--- config.mk ---
export PLATFORM = sky130hd
export DESIGN_NAME = spi_slave_rx
export DESIGN_NICKNAME = d
export VERILOG_FILES = /design/src/rtl/spi_pkg.sv /design/src/rtl/spi_sync.sv /design/src/rtl/spi_slave_rx.sv
export SDC_FILE = /design/constraint.sdc
export NUM_CORES = 1
export LEC_CHECK = 0
export CAP_MARGIN = 20
export CORE_UTILIZATION = 43
export CTS_BUF_LIST = sky130_fd_sc_hd__clkbuf_16
export CTS_CLUSTER_DIAMETER = 30
export DETAILED_ROUTE_END_ITERATION = 16
export GPL_TIMING_DRIVEN = 0
export PLACE_DENSITY_LB_ADDON = 0.1
export RECOVER_POWER = 100
export SYNTH_ARGS = -nofsm -noshare
export SYNTH_HDL_FRONTEND = slang
export SYNTH_SLANG_ARGS = --single-unit
--- constraint.sdc ---
create_clock -name clk -period 1.85 [get_ports clk]
set_input_delay 0.37 -clock clk [delete_from_list [all_inputs] [get_ports clk]]
set_output_delay 0.37 -clock clk [all_outputs]
set_load 0.1 [all_outputs]
--- src/rtl/spi_pkg.sv ---
// spi_pkg: definitions shared by the SPI master (spi_protocol) and the SPI receiver.
package spi_pkg;
  localparam int DATA_WIDTH = 16;
  localparam logic SCLK_IDLE = 1'b0;
  typedef enum logic {IDLE = 1'b0, RECV = 1'b1} state_t;
endpackage

--- src/rtl/spi_sync.sv ---
// spi_sync: N-stage flip-flop synchroniser with a parameterised reset value.
module spi_sync #(
  parameter int   N       = 2,
  parameter logic RST_VAL = 1'b0
) (
  input  logic clk,
  input  logic reset,
  input  logic d,
  output logic q
);
  logic [N-1:0] r_q;
  always_ff @(posedge clk or negedge reset)
    if (!reset) r_q <= {N{RST_VAL}};
    else        r_q <= {r_q[N-2:0], d};
  assign q = r_q[N-1];
endmodule

--- src/rtl/spi_slave_rx.sv ---
// spi_slave_rx: SPI receive end; deserialises MSB-first words into a valid/ready holding register
// and flags truncated frames and overruns.
module spi_slave_rx
  import spi_pkg::*;
#(
  parameter int DATA_WIDTH  = spi_pkg::DATA_WIDTH,
  parameter int SYNC_STAGES = 2,
  parameter int CNT_W       = 5
) (
  input  logic                  clk,
  input  logic                  reset,
  input  logic                  spi_cs_l,
  input  logic                  spi_sclk,
  input  logic                  spi_data,
  output logic [DATA_WIDTH-1:0] dout,
  output logic                  dout_valid,
  input  logic                  dout_ready,
  output logic [CNT_W-1:0]      bit_count,
  output logic                  busy,
  output logic                  frame_err,
  output logic                  overrun
);
  logic w_cs, w_sclk, w_data;
  spi_sync #(.N(SYNC_STAGES), .RST_VAL(1'b1))      u_sync_cs   (.clk(clk), .reset(reset), .d(spi_cs_l), .q(w_cs));
  spi_sync #(.N(SYNC_STAGES), .RST_VAL(SCLK_IDLE)) u_sync_sclk (.clk(clk), .reset(reset), .d(spi_sclk), .q(w_sclk));
  spi_sync #(.N(SYNC_STAGES), .RST_VAL(1'b0))      u_sync_data (.clk(clk), .reset(reset), .d(spi_data), .q(w_data));
  logic                  r_cs_d, r_sclk_d;
  logic [SYNC_STAGES:0]  r_fill;
  logic [DATA_WIDTH-1:0] r_shreg, r_dout;
  logic [CNT_W-1:0]      r_cnt;
  logic                  r_valid, r_ferr, r_ovr;
  state_t                r_state;
  // Edges count only once both samples come from the pin rather than from reset
  // values, so a CS already low at reset release never looks like a fresh fall.
  logic w_live, w_sclk_rise, w_cs_fall, w_cs_rise, w_done;
  assign w_live      = r_fill[SYNC_STAGES];
  assign w_sclk_rise = w_live & w_sclk & ~r_sclk_d;
  assign w_cs_fall   = w_live & ~w_cs & r_cs_d;
  assign w_cs_rise   = w_live & w_cs & ~r_cs_d;
  assign w_done      = r_cnt == CNT_W'(DATA_WIDTH - 1);
  always_ff @(posedge clk or negedge reset)
    if (!reset) begin
      r_cs_d   <= 1'b1;
      r_sclk_d <= SCLK_IDLE;
      r_fill   <= '0;
      r_shreg  <= '0;
      r_dout   <= '0;
      r_cnt    <= '0;
      r_valid  <= 1'b0;
      r_ferr   <= 1'b0;
      r_ovr    <= 1'b0;
      r_state  <= IDLE;
    end else begin
      r_cs_d   <= w_cs;
      r_sclk_d <= w_sclk;
      r_fill   <= {r_fill[SYNC_STAGES-1:0], 1'b1};
      r_ferr   <= 1'b0;
      r_ovr    <= 1'b0;
      if (r_valid && dout_ready) r_valid <= 1'b0;
      case (r_state)
        IDLE: begin
          r_shreg <= '0;
          r_cnt   <= '0;
          if (w_cs_fall) r_state <= RECV;
        end
        RECV: begin
          if (w_cs_rise) begin
            r_state <= IDLE;
            r_ferr  <= r_cnt != '0;
            r_cnt   <= '0;
            r_shreg <= '0;
          end else if (w_sclk_rise) begin
            r_shreg <= {r_shreg[DATA_WIDTH-2:0], w_data};
            r_cnt   <= w_done ? '0 : r_cnt + CNT_W'(1);
            if (w_done && (!r_valid || dout_ready)) begin
              r_dout  <= {r_shreg[DATA_WIDTH-2:0], w_data};
              r_valid <= 1'b1;
            end
            if (w_done && r_valid && !dout_ready) r_ovr <= 1'b1;
          end
        end
        default: r_state <= IDLE;
      endcase
    end
  assign dout       = r_dout;
  assign dout_valid = r_valid;
  assign bit_count  = r_cnt;
  assign busy       = r_state == RECV;
  assign frame_err  = r_ferr;
  assign overrun    = r_ovr;
endmodule

Yosys cells after proc, flatten, opt, wreduce, memory -nomap -nowiden
Index checks and enable logic that the tools add are counted.
- bitwise logic cells: 11
- eq/ne operators: 2
- reduce and logical (&&, ||, !) cells: 9
- multiplexer cells: 21
- $add $sub $neg: 1
- operator list (cell ; number):
    15-bit 2-to-1 mux ; 2
    15-bit one-hot mux with 2 select lines ; 1
    5-bit 2-to-1 mux ; 3
    1-bit 2-to-1 mux ; 13
    5-bit one-hot mux with 2 select lines ; 1
    1-bit AND ; 6
    5-bit by 1-bit adder with 5-bit output (second input constant) ; 1
    5-bit by 4-bit equality test with 1-bit output (second input constant) ; 1
    1-bit inverter ; 5
    5-bit nonzero test ; 1
    1-bit logical AND ; 4
    4-bit AND reduction ; 1
    3-bit by 1-bit != test with 1-bit output (second input constant) ; 1
    1-bit zero test ; 2
    1-bit one-hot mux with 2 select lines ; 1
    1-bit logical OR ; 1
- word-level logic and storage cells: 57
- register bits after elaboration: 51
- output and inout bits: 25

Depth between registers and ports, before layout
Gate-level depths: netlist of run 1.
- depth after elaboration: 7
- mapped depth: 6

By module
Synthesis of run 1 repeated with hierarchy kept, for this count alone.
- cell total of the unflattened synthesis: 126
- area, all modules: 1923.1 sq um
- modules (own cells, without submodules) (module ; cells each ; instances ; sequential area each (sq um) ; area an instance (sq um)):
    spi_slave_rx ; 120 ; 1 ; 1127.3 ; 1770.4
    spi_sync (u_sync_data ...) ; 2 ; 2 ; 50.0 ; 50.0
    spi_sync (u_sync_cs) ; 2 ; 1 ; 52.6 ; 52.6

Least setup slack after synthesis of run 1
No wires, ideal clock.
- path type: reg-to-reg
- from: register r_cnt[0] (netlist: bit_count[0])
- to: register r_dout[10] (netlist: dout[10])
- data arrival time: 2.268 ns
- data required time: 1.725 ns
- cell stages (with the launch flop): 7
- path slack: -0.544 ns
- buffers on the path: 1
- path through: dfrtp_1 -> ha_1 -> nand3_1 -> nor2_1 -> nand3_4 -> buf_6 -> mux2_4
- word-level cells in the longest chain between the ends: 3
- RTL lines (item ; RTL line ; RTL):
    start: declaration ; spi_slave_rx.sv:30 ; logic [CNT_W-1:0] r_cnt;
    start signal: assignment ; spi_slave_rx.sv:74 ; r_cnt <= w_done ? '0 : r_cnt + CNT_W'(1);
    5-bit by 4-bit equality test with 1-bit output ; spi_slave_rx.sv:40 ; assign w_done = r_cnt == CNT_W'(DATA_WIDTH - 1);
    1-bit logical AND ; spi_slave_rx.sv:75 ; if (w_done && (!r_valid || dout_ready)) begin
    4-bit AND reduction (no line) ; n/a ;
    end signal: assignment ; spi_slave_rx.sv:76 ; r_dout <= {r_shreg[DATA_WIDTH-2:0], w_data};
    end: declaration ; spi_slave_rx.sv:29 ; logic [DATA_WIDTH-1:0] r_shreg, r_dout;
Every way passes these cells.
A chain may end at the register's enable or synchronous reset.

Final worst setup path of run 1
- from: register r_valid (netlist: dout_valid)
- to: output port dout_valid
- RTL lines (item ; RTL line ; RTL):
    start: declaration ; spi_slave_rx.sv:31 ; logic r_valid, r_ferr, r_ovr;
    start signal: assignment ; spi_slave_rx.sv:49 ; r_valid <= 1'b0;
    start signal: assignment ; spi_slave_rx.sv:59 ; if (r_valid && dout_ready) r_valid <= 1'b0;
    start signal: assignment ; spi_slave_rx.sv:77 ; r_valid <= 1'b1;
    end: declaration ; spi_slave_rx.sv:16 ; output logic dout_valid,
No word-level cell between the ends.

==> impl_metrics.csv, run 1 <==
group,metric,value,unit
status,outcome,"finished, final reports clean",
synth,postSynthNetCount,133,
hold_path,worstHoldPathType,"register to register",
synth,synth.top_cell.area_share,0.6262,
synth,synthesis.area,0.001918,mm²
critical_path,critical_path_peak_fanout,2,
cts,cts_inserted_buffers,5,
critical_path,r2r_endpoint,"dout[8]$_DFFE_PN0P_",
die,floorplan.initialDensity,0.4629,
synth,ys_ff_latch,51,
routing,detail_route.iter0.violations,63,
critical_path,cp_arrival,1.45,ns
critical_path,worst_path_dominant_cell_family,"buffers and inverters",
die,io-pin-count,31,
global_routing,grt_pass1_wl,5347,µm
synth,avgSynthCellArea,15.34,µm²
cts,clock_sinks,51,
hold_path,holdCritStartpoint,"r_fill[1]$_DFF_PN0_",
routing,detail_route.drc_violations,0,
sta,rsz_0062_raised_after_global_routing,"false",
synth,synth_area_leader_cell,"sky130_fd_sc_hd__dfrtp_1",
pwr,power_density_cells,912.8,mW/mm²
sta,worst_slack,0.03244,ns
synth,yosysUniqueCellTypes,31,
final_layout,area.growth.synth_to_final,24.14,%
critical_path,crit_path_start_kind,"register",
sta,timing.final.hold_violations,0,
die,fp.coreArea,0.004144,mm²
sta,setup_violations,0,
final_layout,layout.cells.most_common,"sky130_fd_sc_hd__dfrtp_1",
final_layout,ff_latch_area,0.001290,mm²
sta,period_needed,1.818,ns
cts,clock_insertion_delay_worst_skew,0.28,ns
sta,layout_worst_path_cycle_share,0.9825,
routing,detail-route-antenna-nets,0,
critical_path,timing.critical_path.buf_inv,1,
routing,detail_route.first_pass.iterations,4,
synth,syn-instance-count,125,
place,placement.setup.worst_slack,-0.1079,ns
place,detailedPlacementHpwl,2128,µm
die,dieArea,0.004732,mm²
critical_path,timing.reg2reg.setup_slack,0.12,ns
sta,worstMarginPinSlew,1.378,ns
cts,clockBufferDepth,2,
synth,yosysWarnings,0,
global_routing,gr-max-usage-layer,"met2",
synth,yosys-top-cells-area,"sky130_fd_sc_hd__dfrtp_1 63%, sky130_fd_sc_hd__mux2_4 7.8%, sky130_fd_sc_hd__a22o_1 7.3%",
critical_path,crit_path_end_kind,"output pin",
global_routing,grt.overflow.total,0,
global_routing,global_route.usage.total,0.1598,
cts,cts_tree,"done",
die,die_width,68.79,µm
critical_path,cp_slowest_stage_delay,0.81,ns
global_routing,globalRouteMet2Util,0.2365,
critical_path,start_to_end_type_of_the_worst_setup_path,"register to output pin",
sta,report.final.slew_viol_count,0,
cts,htreeDepth,2,
synth,synth.yosys.seq_area_share,0.6673,
critical_path,crit_required,1.48,ns
place,numPortBuffers,30,
final_layout,footprint_of_the_multi_input_gates,576.8,µm²
critical_path,rr_worst_depth,6,
routing,route.detailed.vias_per_inst,5.181,
pwr,irDropWorstVdd,0.5034,mV
routing,routedWlPerCell,14.79,µm
final_layout,top_library_cells_by_usage_in_the_layout_fill_and_taps_aside,"44 x sky130_fd_sc_hd__dfrtp_1, 16 x sky130_fd_sc_hd__a22o_1, 14 x sky130_fd_sc_hd__clkbuf_2, 10 x sky130_fd_sc_hd__mux2_1, 8 x sky130_fd_sc_hd__clkdlybuf4s15_2",
routing,num_vias,1119,
global_routing,grt_start_max_net_pins,27,
global_routing,groute.layer.met3.usage,0.04934,
hold_path,hold_path_end,"r_fill[2]$_DFF_PN0_",
job,maxCapViolCount,0,
critical_path,crit_slowest_cell,"sky130_fd_sc_hd__clkdlybuf4s15_1",
final_layout,finalNetCount,173,
critical_path,path_depth,1,
global_routing,initial_antenna_violation_count,0,
critical_path,cp_cell_sequence,"clkdlybuf4s15_1",
sta,worst_clock_skew,0.006586,ns
global_routing,grt.met1_usage,0.2228,
cts,cts_root_buffer_type,"sky130_fd_sc_hd__clkbuf_16",
global_routing,number_of_global_route_vias_before_repair,1135,
place,place.gp.congestion,0.7741,
final_layout,post_layout_nonfiller_instances,216,
die,placementRows,23,
pwr,static_leakage,1.189,nW
critical_path,critical_path.reg2reg.startpoint,"bit_count[0]$_DFFE_PN0P_",
final_layout,drive_gt1_frac,0.2952,
place,placed_cells_incl_taps,206,
die,chipHeight,68.79,µm
routing,wirelength,3194,µm
sta,headroom_to_the_max_slew_limit,0.08106,
hold_path,min_path_cells,0,
final_layout,filler_cell_count,354,
final_layout,layout.core_utilization,0.5746,
cts,clk_pin_slew,0.07,ns
sta,setup-tns-final,0,ns
sta,fmax,550.2,MHz
pwr,totalPowerFinal,0.002173,W
final_layout,antennaDiodeCount,0,
what timing repair did:
action	CTS	global route
hold buffers	0	0
pin swaps	0	1
setup endpoints to repair	25	26
buffers inserted	0	2
resized for setup	55	16
synthesized netlist by cell type:
cell / instances
sky130_fd_sc_hd__inv_1: 4
sky130_fd_sc_hd__nand2_1: 5
sky130_fd_sc_hd__nand3b_1: 1
sky130_fd_sc_hd__dfrtp_1: 48
sky130_fd_sc_hd__a22o_1: 16
sky130_fd_sc_hd__nand3_1: 1
sky130_fd_sc_hd__nor4bb_1: 1
sky130_fd_sc_hd__and3_1: 1
sky130_fd_sc_hd__nand2b_1: 2
sky130_fd_sc_hd__dfstp_2: 3
sky130_fd_sc_hd__nor2_1: 4
sky130_fd_sc_hd__o21ai_0: 3
sky130_fd_sc_hd__nor3b_1: 1
sky130_fd_sc_hd__ha_1: 2
sky130_fd_sc_hd__buf_2: 2
sky130_fd_sc_hd__buf_4: 1
sky130_fd_sc_hd__nand3_4: 1
sky130_fd_sc_hd__a21boi_2: 1
sky130_fd_sc_hd__and3b_1: 2
sky130_fd_sc_hd__a211o_1: 1
sky130_fd_sc_hd__nor3_1: 1
sky130_fd_sc_hd__mux2_4: 10
sky130_fd_sc_hd__nor4b_1: 1
sky130_fd_sc_hd__and3_4: 1
sky130_fd_sc_hd__buf_6: 1
sky130_fd_sc_hd__conb_1: 1
sky130_fd_sc_hd__a21oi_1: 1
sky130_fd_sc_hd__xor2_1: 1
sky130_fd_sc_hd__mux2_2: 6
sky130_fd_sc_hd__o41ai_1: 1
sky130_fd_sc_hd__a21o_1: 1
final cells by class:
| cell class | count | share of cell area |
|---|---|---|
| multi-input cells | 66 | 0.2422 |
| repair buffers | 33 | 0.1135 |
| clock inverters | 3 | 0.005255 |
| plain buffers | 4 | 0.01209 |
| flip-flops and latches | 51 | 0.5418 |
| clock buffers | 5 | 0.05255 |
| inverters | 4 | 0.006306 |
| well taps | 50 | 0.02627 |
how the worst max path moves through the flow:
stage                                     endpoint  slack, ns                startpoint
final                                   dout_valid       0.03      dout_valid$_DFF_PN0_
after floorplan               dout[10]$_DFFE_PN0P_      0.001  bit_count[0]$_DFFE_PN0P_
after global placement    bit_count[1]$_DFFE_PN0P_      -1.26                     reset
after detailed placement              bit_count[0]      -0.11  bit_count[0]$_DFFE_PN0P_
after global routing                       dout[3]      0.002       dout[3]$_DFFE_PN0P_
after CTS                                 dout[15]      0.002      dout[15]$_DFFE_PN0P_
sequential cells by signal, indices dropped and copies added (netlist names), 2 cells and up:
signal           count
dout                16
r_shreg             15
bit_count            5
r_fill               3
u_sync_cs.r_q        2
u_sync_data.r_q      2
u_sync_sclk.r_q      2
power by group:
part / total [W] / internal [W] / switching (W) / leakage [nW]
clock: 0.000859 / 0.000489 / 0.000370 / 0.0762
sequential: 0.00116 / 0.00114 / 0.0000202 / 0.671
combinational: 0.000154 / 0.0000454 / 0.000109 / 0.441
worst reg2reg max path: cells and delay by family, from the launching register on:
kind / cells / cell delay, ns
adders and majority gates: 1 / 0.14
and+or+nand+nor: 3 / 0.51
DFF: 1 / 0.46
buffers and inverters: 1 / 0.19
muxes: 1 / 0.32
per-stage QoR:
step	hold WS (ns)	instance area, µm²
after floorplan	0.07441	1952
final	0.3407	2381
after CTS	0.1008	2474
after global routing	0.3523	2381
after global placement	0.3344	2315
after detailed placement	0.3355	2330
layer usage:
layer	vias to the layer above	part of all wire
met4	0	0.0059
met5	-	0
met2	25	0.45
met3	2	0.038
met1	568	0.50
li1	524	-
cells by family after synthesis:
logic type	after synthesis	share of synthesized area
multiplexers	16	0.1135
flip-flops	51	0.6673
adder cells (fa/ha/maj)	2	0.01304
AND/OR/NAND/NOR	22	0.07437
XOR/XNOR	1	0.004567
buffers and inverters	8	0.02283
other	1	0.001955
AO/OA/AOI/OAI	24	0.1024
Power figures use the tool's default switching activity.
==> inputs of run 2 (changes only) <==
Settings changed: SETUP_SLACK_MARGIN set to 0.3.
==> run 2 against run 1 <==
Net effect:
- die area unchanged
- sequential power is essentially flat
- routed wire length grew 2.6%
- combinational power is 6% higher
- sequential share of layout area grew 0.23 points
- via count is 0.98% higher
- utilization up 0.091 points
- total power decreased by 0.13%
- highest routed layer unchanged
==> impl_metrics.csv, run 2 (synthesized netlist as in run 1, its figures left out) <==
group,metric,value,unit
status,outcome,"finished, final reports clean",
critical_path,start_to_end_type_of_the_worst_setup_path,"register to register",
pwr,power_density_cells,910.2,mW/mm²
place,numPortBuffers,30,
die,dieArea,0.004732,mm²
global_routing,number_of_global_route_vias_before_repair,1133,
final_layout,finalNetCount,180,
sta,timing.hold.ws,0.2772,ns
critical_path,crit_required,2.01,ns
critical_path,timing.critical_path.buf_inv,1,
die,die_width,68.79,µm
routing,num_vias,1130,
critical_path,critical_path_peak_fanout,10,
critical_path,worst_path_dominant_cell_family,"flip-flops",
sta,worst_slack,0.2096,ns
global_routing,global_route.usage.total,0.1628,
critical_path,crit_start,"r_cs_d$_DFF_PN1_",
pwr,static_leakage,1.232,nW
die,chipHeight,68.79,µm
sta,worst_clock_skew,0.004749,ns
cts,clock_insertion_delay_worst_skew,0.28,ns
final_layout,layout.core_utilization,0.5755,
sta,layout_worst_path_cycle_share,0.8867,
cts,clk_pin_slew,0.06,ns
cts,clockBufferDepth,2,
sta,report.final.slew_viol_count,0,
die,io-pin-count,31,
final_layout,layout.cells.most_common,"sky130_fd_sc_hd__dfrtp_1",
routing,routedWlPerCell,14.70,µm
routing,route.detailed.vias_per_inst,5.067,
place,detailedPlacementHpwl,2151,µm
global_routing,initial_antenna_violation_count,0,
sta,headroom_to_the_max_slew_limit,0.2600,
routing,detail_route.first_pass.iterations,4,
routing,detail-route-antenna-nets,0,
routing,wirelength,3278,µm
critical_path,crit_path_start_kind,"register",
place,post_dp_cell_area,0.002349,mm²
place,placement.setup.worst_slack,-0.09572,ns
global_routing,grt_start_max_net_pins,32,
sta,timing.final.hold_violations,0,
die,placementRows,23,
sta,period_needed,1.640,ns
sta,worstMarginPinSlew,1.110,ns
critical_path,cp_slowest_stage_delay,0.53,ns
cts,clock_sinks,51,
routing,detail_route.iter0.violations,114,
critical_path,cp_cell_sequence,"nand2b_2, and3_1, nand3_4, buf_12, mux2_1",
global_routing,grt_pass1_wl,5499,µm
cts,cts_inserted_buffers,5,
cts,holdBufCountCts,0,
die,fp.coreArea,0.004144,mm²
global_routing,grt.overflow.total,0,
final_layout,largest_register_ff_count,16,
final_layout,final_cell_area,0.002385,mm²
pwr,irDropWorstVdd,0.6368,mV
critical_path,cp_arrival,1.80,ns
sta,fmax,609.6,MHz
final_layout,area.growth.synth_to_final,24.33,%
job,maxCapViolCount,0,
final_layout,antennaDiodeCount,0,
critical_path,crit_path_end_kind,"register",
cts,htreeDepth,2,
cts,cts_tree,"done",
sta,rsz_0062_raised_after_global_routing,"true",
routing,detail_route.drc_violations,0,
sta,setup_violations,0,
critical_path,critical_path.reg2reg.startpoint,"r_cs_d$_DFF_PN1_",
cts,cts_root_buffer_type,"sky130_fd_sc_hd__clkbuf_16",
die,floorplan.initialDensity,0.4629,
hold_path,worstHoldPathType,"input port to asynchronous set/reset pin",
final_layout,top_library_cells_by_usage_in_the_layout_fill_and_taps_aside,"40 x sky130_fd_sc_hd__dfrtp_1, 24 x sky130_fd_sc_hd__clkbuf_2, 16 x sky130_fd_sc_hd__a22o_1, 8 x sky130_fd_sc_hd__mux2_1, 7 x sky130_fd_sc_hd__buf_4",
final_layout,drive_gt1_frac,0.3757,
critical_path,crit_slowest_cell,"sky130_fd_sc_hd__dfstp_2",
place,place.gp.congestion,0.7683,
-- run 2: final cells by class --
class | count | area [µm²]
Buffer | 4 | 41.29
Clock buffer | 5 | 125.1
Clock inverter | 3 | 11.26
Fill cell | 362 | 1759
Inverter | 4 | 15.01
Multi-Input combinational cell | 66 | 569.3
Sequential cell | 51 | 1297
Tap cell | 50 | 62.56
Timing Repair Buffer | 40 | 262.8
-- run 2: timing repair --
action,CTS,global route
endpoints found under the hold margin,0,0
setup buffers,5,4
resized for setup,114,18
setup endpoints to repair,47,41
pin swaps,2,0
gates cloned,0,0
-- run 2: where the power goes --
part / internal, W / switching (W)
Sequential: 0.00114 / 0.0000166
Combinational: 0.0000493 / 0.000113
Clock: 0.000487 / 0.000363
Total: 0.00168 / 0.000492
-- run 2: per-layer routing --
metal	part of all wire	track usage	wire (µm)
met5	0	0	0
met4	0.0058	0.05357	19
met3	0.052	0.05757	170
met2	0.46	0.2390	1519
met1	0.48	0.2247	1569
-- run 2: metrics by stage --
| step | power [W] | instances | setup TNS [ns] |
|---|---|---|---|
| floorplan | 0.001272 | 125 | 0 |
| global placement | 0.001330 | 205 | -48.09 |
| detailed placement | 0.001338 | 206 | -0.5021 |
| CTS | 0.002194 | 219 | 0 |
| global route | 0.002261 | 223 | 0 |
| finish | 0.002171 | 223 | 0 |
-- run 2: final timing paths --
check                      slack [ns]                           end  cells past startpoint
setup / recovery                 0.21           dout[6]$_DFFE_PN0P_                      5
hold / removal                   0.28      bit_count[2]$_DFFE_PN0P_                      1
setup reg to reg                 0.21           dout[6]$_DFFE_PN0P_                      5
hold reg to reg                  0.35  u_sync_data.r_q[1]$_DFF_PN0_                      0
max in group asynchronous        0.78                busy$_DFF_PN0_                      1
min in group clk                 0.35  u_sync_data.r_q[1]$_DFF_PN0_                      0
